[config.mk]
export PLATFORM = sky130hd
export DESIGN_NAME = iarraysp_arb
export DESIGN_NICKNAME = d
export VERILOG_FILES = /design/src/rtl/iarraysp_arb_pkg.sv /design/src/rtl/arb_rr_pick.sv /design/src/rtl/iarraysp_arb.sv
export SDC_FILE = /design/constraint.sdc
export NUM_CORES = 1
export LEC_CHECK = 0
export CELL_PAD_IN_SITES_DETAIL_PLACEMENT = 2
export CELL_PAD_IN_SITES_GLOBAL_PLACEMENT = 2
export CORE_MARGIN = 5
export CORE_UTILIZATION = 13
export CTS_CLUSTER_SIZE = 30
export DETAILED_ROUTE_END_ITERATION = 12
export PLACE_DENSITY_LB_ADDON = 0.1
export SKIP_LAST_GASP = 1
export SYNTH_ARGS = -nofsm -noshare
export SYNTH_HDL_FRONTEND = slang
export SYNTH_SLANG_ARGS = --single-unit
[constraint.sdc]
create_clock -name clk -period 9.1 [get_ports clk]
set_clock_uncertainty 0.15 [all_clocks]
set_input_delay 0.91 -clock clk [delete_from_list [all_inputs] [get_ports clk]]
set_output_delay 0.91 -clock clk [all_outputs]
set_load 0.1 [all_outputs]
[src/rtl/iarraysp_arb_pkg.sv]
// Shared constants, pointer-width helper and read-tag type for iarraysp_arb.
package iarraysp_arb_pkg;

  localparam int RDLAT_DEF = 2;
  localparam int NREQ_MAX  = 8;

  function automatic int ptrw(input int n);
    return (n > 1) ? $clog2(n) : 1;
  endfunction

  typedef struct packed {
    logic                vld;
    logic [NREQ_MAX-1:0] id;
  } rd_tag_t;

endpackage

[src/rtl/arb_rr_pick.sv]
// Round-robin pick: first set bit of vec at or above ptr, wrapping modulo NREQ.
// Latency: combinational. Backpressure: none; idx falls back to ptr when vec is empty.
module arb_rr_pick #(
  parameter int NREQ = 4,
  parameter int PW   = 2
) (
  input  logic [NREQ-1:0] vec,
  input  logic [PW-1:0]   ptr,
  output logic [NREQ-1:0] win,
  output logic [PW-1:0]   idx,
  output logic            any
);

  int k;

  always_comb begin
    win = '0;
    idx = ptr;
    any = 1'b0;
    k   = 0;
    for (int i = 0; i < NREQ; i++) begin
      k = int'(ptr) + i;
      if (k >= NREQ) k = k - NREQ;
      if (!any && vec[k]) begin
        any    = 1'b1;
        win[k] = 1'b1;
        idx    = PW'(k);
      end
    end
  end

endmodule

[src/rtl/iarraysp_arb.sv]
// Round-robin arbiter sharing one single-port registered RAM; read data returns RDLAT cycles after grant.
// Backpressure: requesters hold req until gnt. Define IARRAYSP_ARB_WRPRI_EN to give writers strict priority.
module iarraysp_arb
  import iarraysp_arb_pkg::*;
#(
  parameter int NREQ    = 4,
  parameter int ADDRBIT = 11,
  parameter int WIDTH   = 32,
  parameter int RDLAT   = RDLAT_DEF
) (
  input  logic                    clk,
  input  logic                    rst_,
  input  logic [NREQ-1:0]         req,
  input  logic [NREQ-1:0]         rwe,
  input  logic [NREQ*ADDRBIT-1:0] radr,
  input  logic [NREQ*WIDTH-1:0]   rdi,
  output logic [NREQ-1:0]         gnt,
  output logic [NREQ-1:0]         rvld,
  output logic [WIDTH-1:0]        rdo,
  output logic [ADDRBIT-1:0]      ram_a,
  output logic                    ram_we,
  output logic                    ram_re,
  output logic [WIDTH-1:0]        ram_di,
  input  logic [WIDTH-1:0]        ram_do
);

  localparam int PW = ptrw(NREQ);

  logic [PW-1:0]   ptr;
  logic [NREQ-1:0] win;
  logic [PW-1:0]   idx;
  logic            any;
  logic            granted;
  rd_tag_t         tag_q [RDLAT];
  logic [NREQ_MAX-1:0] unused_tag_id;

`ifdef IARRAYSP_ARB_WRPRI_EN
  logic [NREQ-1:0] wr_win, rd_win;
  logic [PW-1:0]   wr_idx, rd_idx;
  logic            wr_any, rd_any;

  arb_rr_pick #(.NREQ(NREQ), .PW(PW)) u_pick_wr (
    .vec(req & rwe), .ptr(ptr), .win(wr_win), .idx(wr_idx), .any(wr_any)
  );
  arb_rr_pick #(.NREQ(NREQ), .PW(PW)) u_pick_rd (
    .vec(req & ~rwe), .ptr(ptr), .win(rd_win), .idx(rd_idx), .any(rd_any)
  );

  // Any pending writer shuts readers out entirely for that cycle.
  assign win = wr_any ? wr_win : rd_win;
  assign idx = wr_any ? wr_idx : rd_idx;
  assign any = wr_any | rd_any;
`else
  arb_rr_pick #(.NREQ(NREQ), .PW(PW)) u_pick (
    .vec(req), .ptr(ptr), .win(win), .idx(idx), .any(any)
  );
`endif

  assign granted = any & rst_;
  assign gnt     = win & {NREQ{rst_}};
  assign ram_a   = radr[idx*ADDRBIT +: ADDRBIT];
  assign ram_di  = rdi[idx*WIDTH +: WIDTH];
  assign ram_we  = granted & rwe[idx];
  assign ram_re  = granted & ~rwe[idx];

  always_ff @(posedge clk or negedge rst_) begin
    if (!rst_) begin
      ptr <= '0;
    end else if (granted) begin
      ptr <= (int'(idx) == NREQ - 1) ? '0 : idx + 1'b1;
    end
  end

  // Tag pipeline mirrors the RAM read path so rvld lines up with ram_do.
  always_ff @(posedge clk or negedge rst_) begin
    if (!rst_) begin
      for (int i = 0; i < RDLAT; i++) tag_q[i] <= '0;
    end else begin
      tag_q[0].vld <= ram_re;
      tag_q[0].id  <= NREQ_MAX'(gnt);
      for (int i = 1; i < RDLAT; i++) tag_q[i] <= tag_q[i-1];
    end
  end

  assign unused_tag_id = tag_q[RDLAT-1].id;
  assign rvld = tag_q[RDLAT-1].vld ? tag_q[RDLAT-1].id[NREQ-1:0] : '0;
  assign rdo  = ram_do;

endmodule

==> flow_metrics.tcl, run 1 <==
set metrics [dict create \
    outcome "finished, final reports clean" \
    cp_cell_sequence "inv_1 -> ha_1 -> mux4_2 -> or2_4 -> o21bai_1 -> a31oi_4 -> buf_4 -> mux4_1 -> clkdlybuf4s50_1" \
    grtUsageTotal_pct 13.7 \
    finalSetupTns_ns 0 \
    grt_setup_unrepaired "no" \
    worstPathBufferInverterCount 3 \
    detailedRoute.firstIterationViolations 55 \
    floorplan.rows 47 \
    cp_top_family "buffers and inverters" \
    cts_made_buffers 3 \
    synth_cells 166 \
    cts_setup_buffers 0 \
    numPortBuffers 234 \
    post_route_cells_drive_above_1_share_pct 15.6 \
    diodes 0 \
    clk_path_buf_depth 2 \
    drt_pre_antenna_iters 3 \
    min_period_ns 6.75 \
    setup.worst_path.class "register to primary output" \
    max_cap_violations 0 \
    worstHoldPathType "register to register" \
    drcViolationCount 0 \
    syn_to_final_growth_pct 106 \
    clock-root-buffer "clkbuf_16" \
    critical_path_arrival_ns 5.69 \
    synth_cell_type_count 31 \
    syn_avg_cell_area_um2 13.4 \
    detail-route-antenna-nets 0 \
    maxClockFrequency_mhz 148 \
    detail_route.vias_per_cell 4.07 \
    cts_tree "yes" \
    holdBufCountCts 0 \
    timing.final.ws_setup_ns 2.35 \
    dp_slack_ns 2.35 \
    initial_antenna_violation_count 0 \
    synth_seq_cells 12 \
    worst-endpoint-required_ns 8.04 \
    dp.final_hpwl_um 12700 \
    ys.warnings.count 0 \
    route.final.wire_length_um 14300 \
    period_share_pct 74.2 \
    fp.coreArea_um2 16600 \
    relSlewSlack_pct 30.1 \
    dieWidth_um 141 \
    fp.dieArea_um2 19800 \
    tritoncts_num_sinks 12 \
    total_setup_violations_reported_at_the_end_of_the_flow 0 \
    tightestPinTransition_ns 1.05 \
    global_route_wire_length_before_repair_um 20100 \
    cts_resized 0 \
    finalWeightedCongestion 0.879 \
    floorplan.io_pins 299 \
    synth_fp_nets 384 \
    report.final.slew_viol_count 0 \
    die-height_um 141 \
    final_nets 579 \
    cts_htree_levels 1 \
    cp_max_fo 30 \
    critical_path.endpoint_type "primary output" \
    start_util_pct 13.3 \
    first_global_vias 2791 \
    critPathSlowestCell "clkdlybuf4s50_1" \
    clk_latency_ns 0.24 \
    grt_start_max_net_pins 33 \
    syn_std_cell_area_um2 2220 \
    clock_transition_at_the_registers_of_the_reported_paths_ns 0.04 \
    synth_sequential_area_ratio_pct 13.5 \
    dr_total_vias 2363 \
    wl_per_cell_um 24.6 \
    worst_setup_path_start_kind "register" \
    slowest_delay_ns 1.00 \
    overflow 0 \
    hold_violations 0 \
]
stage by stage:
step	util [%]	hold slack [ns]	cells	area, µm²
floorplan	-	0.181	166	2220
global placement	27.0	0.184	576	4490
detailed placement	27.0	0.188	576	4490
CTS	27.5	0.198	580	4580
global route	27.5	0.204	580	4580
finish	27.5	0.196	580	4580
cells in the final DEF (no fill, tap or decap):
master,count
mux2i_1,7
mux4_1,6
clkbuf_16,3
buf_4,2
a22oi_1,8
mux2_2,4
nand2_1,2
nor2b_1,2
inv_1,2
or2_4,1
xnor2_1,1
ha_1,4
and2_1,8
clkbuf_8,1
o21ai_0,7
dfrtp_1,12
nor3_1,1
nand3b_1,1
o31ai_1,1
nor4b_2,1
and2b_2,1
o21bai_1,1
a221oi_1,1
a211o_2,1
nor2_1,5
clkdlybuf4s50_1,234
a31oi_4,1
and2b_1,1
mux4_2,41
final timing paths:
kind                       startpoint               end  slack, ns  cells past startpoint
max                            ptr[0]        ram_di[12]       2.35                      9
min                         tag_q[10]  unused_tag_id[1]       0.20                      0
max reg2reg                    ptr[0]         tag_q[17]       5.15                      8
min reg2reg                 tag_q[10]  unused_tag_id[1]       0.20                      0
max in group asynchronous        rst_  unused_tag_id[2]       7.42                      1
min in group asynchronous        rst_  unused_tag_id[1]       0.94                      1
worst register-to-register path: cells and delay by family (launching register included):
kind / cells / cell delay (ns)
muxes: 2 / 0.99
and+or+nand+nor: 2 / 0.41
buffers and inverters: 1 / 0.19
AOI/OAI and AO/OA: 2 / 0.86
DFF: 1 / 0.67
adders and majority gates: 1 / 0.51
cells by family after synthesis:
logic type               share of synthesized area [%]
AO/OA/AOI/OAI                                     6.03
XOR/XNOR                                         0.395
adder cells (fa/ha/maj)                           2.25
buffers and inverters                             17.5
flip-flops                                        13.5
multiplexers                                      53.9
AND/OR/NAND/NOR                                   6.37
cells in the mapped netlist:
library cell   n  area (µm²)
nand2_1        2        7.51
nor3_1         1        5.00
mux2i_1        7        70.1
buf_12         4        80.1
a31oi_1        1        6.26
a221oi_1       1        8.76
buf_2          1        5.00
nor4b_2        1        15.0
a22oi_1        8        60.1
inv_1          2        7.51
and2_1         8        50.1
mux4_2        41         923
nor2b_1        2        12.5
ha_1           4        50.1
buf_4         32         240
or2_4          1        8.76
buf_6          3        33.8
mux2_2         4        45.0
nor2_1         5        18.8
dfrtp_1       12         300
xnor2_1        1        8.76
o21bai_1       1        7.51
mux4_1         6         158
and2b_2        1        8.76
and2b_1        1        7.51
clkbuf_1       4        15.0
buf_1          2        7.51
nand3b_1       1        7.51
o31ai_1        1        7.51
o21ai_0        7        35.0
a211o_1        1        8.76
layer usage:
metal | global-route usage [%] | routed length (µm)
met3 | 3.96 | 1160
met2 | 28.1 | 8280
met5 | 0 | 0
met1 | 13.3 | 4620
met4 | 2.65 | 234
final cells by class:
class / count / area (µm²)
Clock buffer: 4 / 88.8
Fill cell: 1783 / 12100
Inverter: 2 / 7.51
Multi-Input combinational cell: 106 / 1550
Sequential cell: 12 / 300
Tap cell: 220 / 275
Timing Repair Buffer: 236 / 2360
registers in the layout, indices dropped and copies added (netlist names):
register	cells
tag_q	6
ptr	2
unused_tag_id	4
Power of run 1 is not shown: default switching activity piles up to over one toggle a cycle in this logic, so the estimate is an artifact.
==> inputs of run 2 (changes only) <==
Settings changed: CORE_UTILIZATION 13 to 12.
Clock period 9.1 ns to 6.7 ns, I/O delays scaled along.
==> flow_metrics.tcl, run 2 (synthesis gave the netlist of run 1 again) <==
set metrics [dict create \
    floorplan.io_pins 299 \
    report.final.slew_viol_count 0 \
    overflow 0 \
    total_setup_violations_reported_at_the_end_of_the_flow 0 \
    relSlewSlack_pct 31.7 \
    numPortBuffers 234 \
    finalSetupTns_ns 0 \
    post_layout_nonfiller_instances 590 \
    tritoncts_num_sinks 12 \
    timing.final.ws_setup_ns 0.975 \
    syn_to_final_growth_pct 106 \
    route.final.wire_length_um 14200 \
    fp.dieArea_um2 21300 \
    drt_pre_antenna_iters 4 \
    wl_per_cell_um 24.1 \
    setup.worst_path.class "register to primary output" \
    maxClockFrequency_mhz 175 \
    largest-register "tag_q" \
    cts_made_buffers 3 \
    worst_setup_path_start_kind "register" \
    largest_reg_flops 6 \
    dp.final_hpwl_um 12800 \
    post_route_cells_drive_above_1_share_pct 19.9 \
    start_util_pct 12.3 \
    critical_path.endpoint_type "primary output" \
    grt_start_max_net_pins 44 \
    worstHoldPathType "register to register" \
    detail_route.vias_per_cell 4.00 \
    fillerInstances 1944 \
    clk_path_buf_depth 2 \
    gr-usage-met1_pct 12.2 \
    critical_path_arrival_ns 4.91 \
    die-height_um 146 \
    floorplan.rows 49 \
    initial_antenna_violation_count 2 \
    dr_total_vias 2358 \
    min_to "unused_tag_id[3]" \
    tightestPinTransition_ns 1.02 \
    worst_hold_startpoint "tag_q[12]" \
    global_route_wire_length_before_repair_um 20300 \
    grt_setup_unrepaired "no" \
    detailedRoute.firstIterationViolations 25 \
    max_cap_violations 0 \
    timing.rr.end "tag_q[17]" \
    leading_cell_types_in_the_layout_fill_and_taps_excluded "clkdlybuf4s50_1, mux4_2, buf_4" \
    detail-route-antenna-nets 0 \
    cts_htree_levels 1 \
    grtUsageMet2_pct 24.8 \
    grtUsageTotal_pct 12.7 \
    hold_violations 0 \
    hold_path_depth 0 \
    outcome "finished, final reports clean" \
    final_nets 580 \
    worst-endpoint-required_ns 5.88 \
    clock_transition_at_the_registers_of_the_reported_paths_ns 0.04 \
    cp_top_family "buffers and inverters" \
    clock-root-buffer "clkbuf_16" \
    finalWeightedCongestion 0.736 \
    dp_slack_ns 1.16 \
    worstPathBufferInverterCount 3 \
    use_met3_pct 6.82 \
    period_share_pct 85.4 \
    timing.rr.start "ptr[0]" \
    min_period_ns 5.73 \
    timing.reg2reg.setup_slack_ns 2.88 \
    cts_setup_buffers 0 \
    cts_resized 0 \
    cp_cell_sequence "inv_1 -> ha_1 -> mux4_2 -> or2_4 -> o21bai_1 -> a31oi_4 -> buf_4 -> mux4_1 -> clkdlybuf4s50_1" \
    clk_latency_ns 0.23 \
    number_of_placed_instances_taps_included 586 \
    drcViolationCount 0 \
    slowest_delay_ns 0.99 \
    cp_max_fo 23 \
    busiest_layer "met2" \
    dieWidth_um 146 \
    holdBufCountCts 0 \
    mostFrequentLayoutCell "clkdlybuf4s50_1" \
    critPathSlowestCell "clkdlybuf4s50_1" \
    fp.coreArea_um2 18100 \
    first_global_vias 2847 \
    cts_tree "yes" \
    diodes 0 \
    reg2reg_depth 9 \
    worst-path-stages 9 \
]
==> run 2: cell types whose count changed in the layout (fill, tap and decap cells not counted), sizes merged <==
cell	before	now
buf	2	18
clkdlybuf4s50	234	219
==> run 2: cell type report <==
type | count | area (µm²) | share of cell area [%]
tap | 229 | 287 | 6.27
timing repair buffer | 237 | 2340 | 51.2
clock buffer | 4 | 88.8 | 1.94
sequential | 12 | 300 | 6.57
inverter | 2 | 7.51 | 0.164
multi-input combinational | 106 | 1550 | 33.8
==> run 2: worst register-to-register path, stage by stage, from the launching register on <==
cell      delay, ns
dfrtp_1        0.68
inv_1          0.17
ha_1           0.48
mux4_2         0.63
or2_4          0.28
o21bai_1       0.19
a31oi_4        0.16
buf_4          0.41
mux2i_1        0.35
nor2_1         0.14
==> run 2: worst max-delay path by stage <==
stage	startpoint	to	slack, ns
detailed placement	ptr[0]	ram_di[0]	1.16
floorplan	ptr[1]	ram_we	1.74
global route	ptr[0]	ram_di[31]	0.70
global placement	req[3]	ram_di[0]	1.18
CTS	ptr[0]	ram_di[31]	0.88
finish	ptr[0]	ram_di[31]	0.97
==> run 2: layer usage <==
metal / share of wire (%) / vias up
met2: 54 / 170
met4: 0.18 / 4
met3: 12 / 6
met5: 0.098 / -
li1: - / 1039
met1: 33 / 1139
==> run 2: per-stage QoR <==
stage | cell area (µm²) | hold slack [ns] | util [%]
global placement | 4480 | 0.183 | 24.8
global route | 4570 | 0.204 | 25.3
finish | 4570 | 0.193 | 25.3
detailed placement | 4480 | 0.186 | 24.8
CTS | 4570 | 0.196 | 25.3
floorplan | 2220 | 0.181 | -
Power of run 2 is left out for the same reason.
==> patch 1 (settings of run 2) <==
Set the parameter `ADDRBIT` to 12 (it was 11).
--- a/src/rtl/iarraysp_arb.sv
+++ b/src/rtl/iarraysp_arb.sv
@@ -4,7 +4,7 @@
   import iarraysp_arb_pkg::*;
 #(
   parameter int NREQ    = 4,
-  parameter int ADDRBIT = 11,
+  parameter int ADDRBIT = 12,
   parameter int WIDTH   = 32,
   parameter int RDLAT   = RDLAT_DEF
 ) (
Ports: changed (resized radr and ram_a); port bits go from 299 to 304. The function was not compared with the original's and may differ.
==> patch 1 against run 2 <==
Global-route usage decreased by 0.77 points; non-clock buffer count increased by 3; critical path type unchanged; sequential cell count unchanged; setup slack improved by 210 ps; design area unchanged; wire length decreased by 2.5%; sequential share of layout area unchanged; critical endpoint is now ram_re; area after synthesis increased by 3.2%.
Power is left out: the tool's default activity adds up to more than one toggle a clock period on the data nets, which glitch-free logic cannot reach.
==> patch 1: results (changes against run 2) <==
nets: 602  # was 580
routed_wl_um: 13870  # was 14220 µm
synth_xor_area_frac: 0.003825  # was 0.003946
synth_top_cells_by_area: "mux4_2 (46%), dfrtp_1 (13%), buf_4 (10%)"  # was mux4_2 (42%), dfrtp_1 (14%), buf_4 (11%)
crit_arrival_ps: 4700  # was 4910 ps
use_met1: 0.1209  # was 0.1221
synthTopCellsByCount: "mux4_2 (47), buf_4 (32), dfrtp_1 (12), clkbuf_1 (8)"  # was mux4_2 (41), buf_4 (32), dfrtp_1 (12), a22oi_1 (8), and2_1 (8)
dp_hpwl_um: 12350  # was 12830 µm
synth_fa_ha_area_frac: 0.02186  # was 0.02255
r2r_cells: 8  # was 9
syn_area_per_cell_um2: 12.44  # was 13.37 µm²
port-buffer-count: 239  # was 234
holdCritStartpoint: "tag_q[11]"  # was tag_q[12]
vias: 2492  # was 2358
min_to: "unused_tag_id[2]"  # was unused_tag_id[3]
crit_path_max_fanout: 17  # was 23
grt_max_degree: 47  # was 44
use_met2: 0.2418  # was 0.2477
synth_compound_area_frac: 0.1027  # was 0.06032
via_per_inst: 4.059  # was 3.997
ys_types: 45  # was 31
ys_seq_area_frac: 0.1311  # was 0.1353
fill_cells: 2087  # was 1944
endpoint: "ram_re"  # was ram_di[31]
status: "finished, final reports clean"  # unchanged
grt_first_pass_wirelength_um: 19540  # was 20290 µm
m1WireLength_um: 4537  # was 4672 µm
gp_congestion: 0.8343  # was 0.7355
-- patch 1: changes by cell type in the layout (fill, tap and decap cells not counted), sizes merged, moves of 4 or more --
cell           change
buf               +27
clkdlybuf4s50     -24
a22oi              -4
mux2i              -7
nand2b             +5
-- patch 1: through the flow --
stage	worst slack [ps]	instance area, µm²	hold slack (ps)
after floorplan	1096	2290	181.2
after global placement	1501	4478	182.1
after detailed placement	1412	4478	185.6
after CTS	1137	4567	195.6
after global routing	837.4	4569	211.6
final	1183	4569	192.9
-- patch 1: cell type report --
| type | instances | area (µm²) | area share |
|---|---|---|---|
| Inverter | 4 | 15.01 | 0.003286 |
| Antenna cell | 1 | 2.502 | 0.0005476 |
| Tap cell | 234 | 292.8 | 0.06407 |
| Multi-Input combinational cell | 119 | 1580 | 0.3458 |
| Sequential cell | 12 | 300.3 | 0.06572 |
| Clock buffer | 4 | 88.84 | 0.01944 |
| Timing Repair Buffer | 240 | 2290 | 0.5011 |
==> patch 2 (settings of run 2) <==
Without the edit above. Make the reset (`rst_`) synchronous in 2 clocked blocks.
--- a/src/rtl/iarraysp_arb.sv
+++ b/src/rtl/iarraysp_arb.sv
@@ -63,7 +63,7 @@
   assign ram_we  = granted & rwe[idx];
   assign ram_re  = granted & ~rwe[idx];
 
-  always_ff @(posedge clk or negedge rst_) begin
+  always_ff @(posedge clk) begin
     if (!rst_) begin
       ptr <= '0;
     end else if (granted) begin
@@ -72,7 +72,7 @@
   end
 
   // Tag pipeline mirrors the RAM read path so rvld lines up with ram_do.
-  always_ff @(posedge clk or negedge rst_) begin
+  always_ff @(posedge clk) begin
     if (!rst_) begin
       for (int i = 0; i < RDLAT; i++) tag_q[i] <= '0;
     end else begin
Check against the original RTL: differs if rst_ is asserted again (counterexample within 4 cycles, from zero or initial values and one cycle with rst_ low); with rst_ held inactive, the same outputs for 4 cycles.
==> patch 2 against run 2 <==
Register-to-register slack worse by 170 ps; sequential cell count unchanged; area after synthesis up 16%; count of clock-buffer cells in the layout unchanged; global-route usage down 2.6 points; design area up 7.5%; synthesized cell count up 67%; first-iteration DRC count up 140%; hold slack better by 90 ps; setup slack better by 100 ps; wire length down 3.2%.
Power is not shown: default switching activity piles up to over one toggle a cycle in this logic, so the estimate is an artifact.
==> patch 2: results (changes against run 2) <==
dpl.cell_count: 741  # was 586
m1WireLength_um: 4839  # was 4672 µm
place_area_um2: 4815  # was 4481 µm²
via_per_inst: 3.826  # was 3.997
ys_types: 35  # was 31
synth_top_cells_by_area: "mux2i_1 (52%), buf_4 (10%), dfxtp_1 (9.3%)"  # was mux4_2 (42%), dfrtp_1 (14%), buf_4 (11%)
status: "finished, final reports clean"  # unchanged
synthesis.nets: 495  # was 384
holdCritStartpoint: "tag_q[0][3]"  # was tag_q[12]
regArea_um2: 240.2  # was 300.3 µm²
fill_cells: 2428  # was 1944
drive_gt1_frac: 0.1234  # was 0.1994
wl_met3_um: 1066  # was 1777 µm
r2r_end: "ptr[1]"  # was tag_q[17]
worst_slew_pin_slew_ps: 996.4  # was 1022 ps
dp_hpwl_um: 12160  # was 12830 µm
grt_max_degree: 37  # was 44
pre_cts_ws_ps: 1191  # was 1156 ps
dominantRegCellSynth: "dfxtp_1"  # was dfrtp_1
use_met2: 0.1975  # was 0.2477
routed_wl_um: 13770  # was 14220 µm
final_cells: 749  # was 590
cpPeakStageDelay_ps: 1160  # was 990 ps
regToRegSetupSlack_ps: 2710  # was 2880 ps
r2r_start: "ptr[0]"  # unchanged
use_met1: 0.1091  # was 0.1221
top_layer: "met4"  # was met5
first_global_vias: 3187  # was 2847
crit_path_max_fanout: 18  # was 23
crit_arrival_ps: 4800  # was 4910 ps
synthTopCellsByCount: "mux2i_1 (133), buf_4 (35), nor2_1 (18), dfxtp_1 (12), and2_1 (10)"  # was mux4_2 (41), buf_4 (32), dfrtp_1 (12), a22oi_1 (8), and2_1 (8)
patch 2: worst max-delay path by stage:
stage | endpoint | slack, ps | start | cells past startpoint
5_1_grt | ram_di[3] | 730 | ptr[0] | 8
2_1_floorplan | ram_a[0] | 1800 | ptr[0] | 11
4_1_cts | ram_a[8] | 940 | ptr[0] | 8
3_3_place_gp | ram_di[31] | 1400 | ptr[0] | 8
6_report | ram_a[8] | 1080 | ptr[0] | 8
3_5_place_dp | ram_a[0] | 1190 | ptr[0] | 8
patch 2: cell type report:
type	instances	share of cell area
Antenna cell	4	0.002037
Inverter	3	0.002292
Timing Repair Buffer	240	0.4675
Tap cell	275	0.07003
Multi-Input combinational cell	211	0.3911
Sequential cell	12	0.04889
Clock buffer	4	0.01808
patch 2: kinds of logic after synthesis:
kind of cell | after synthesis | synth area share
mux | 139 | 0.5594
compound gates | 21 | 0.06010
flops | 12 | 0.09307
simple gates | 47 | 0.09985
buf+inv | 54 | 0.1682
fa+ha+maj | 4 | 0.01939
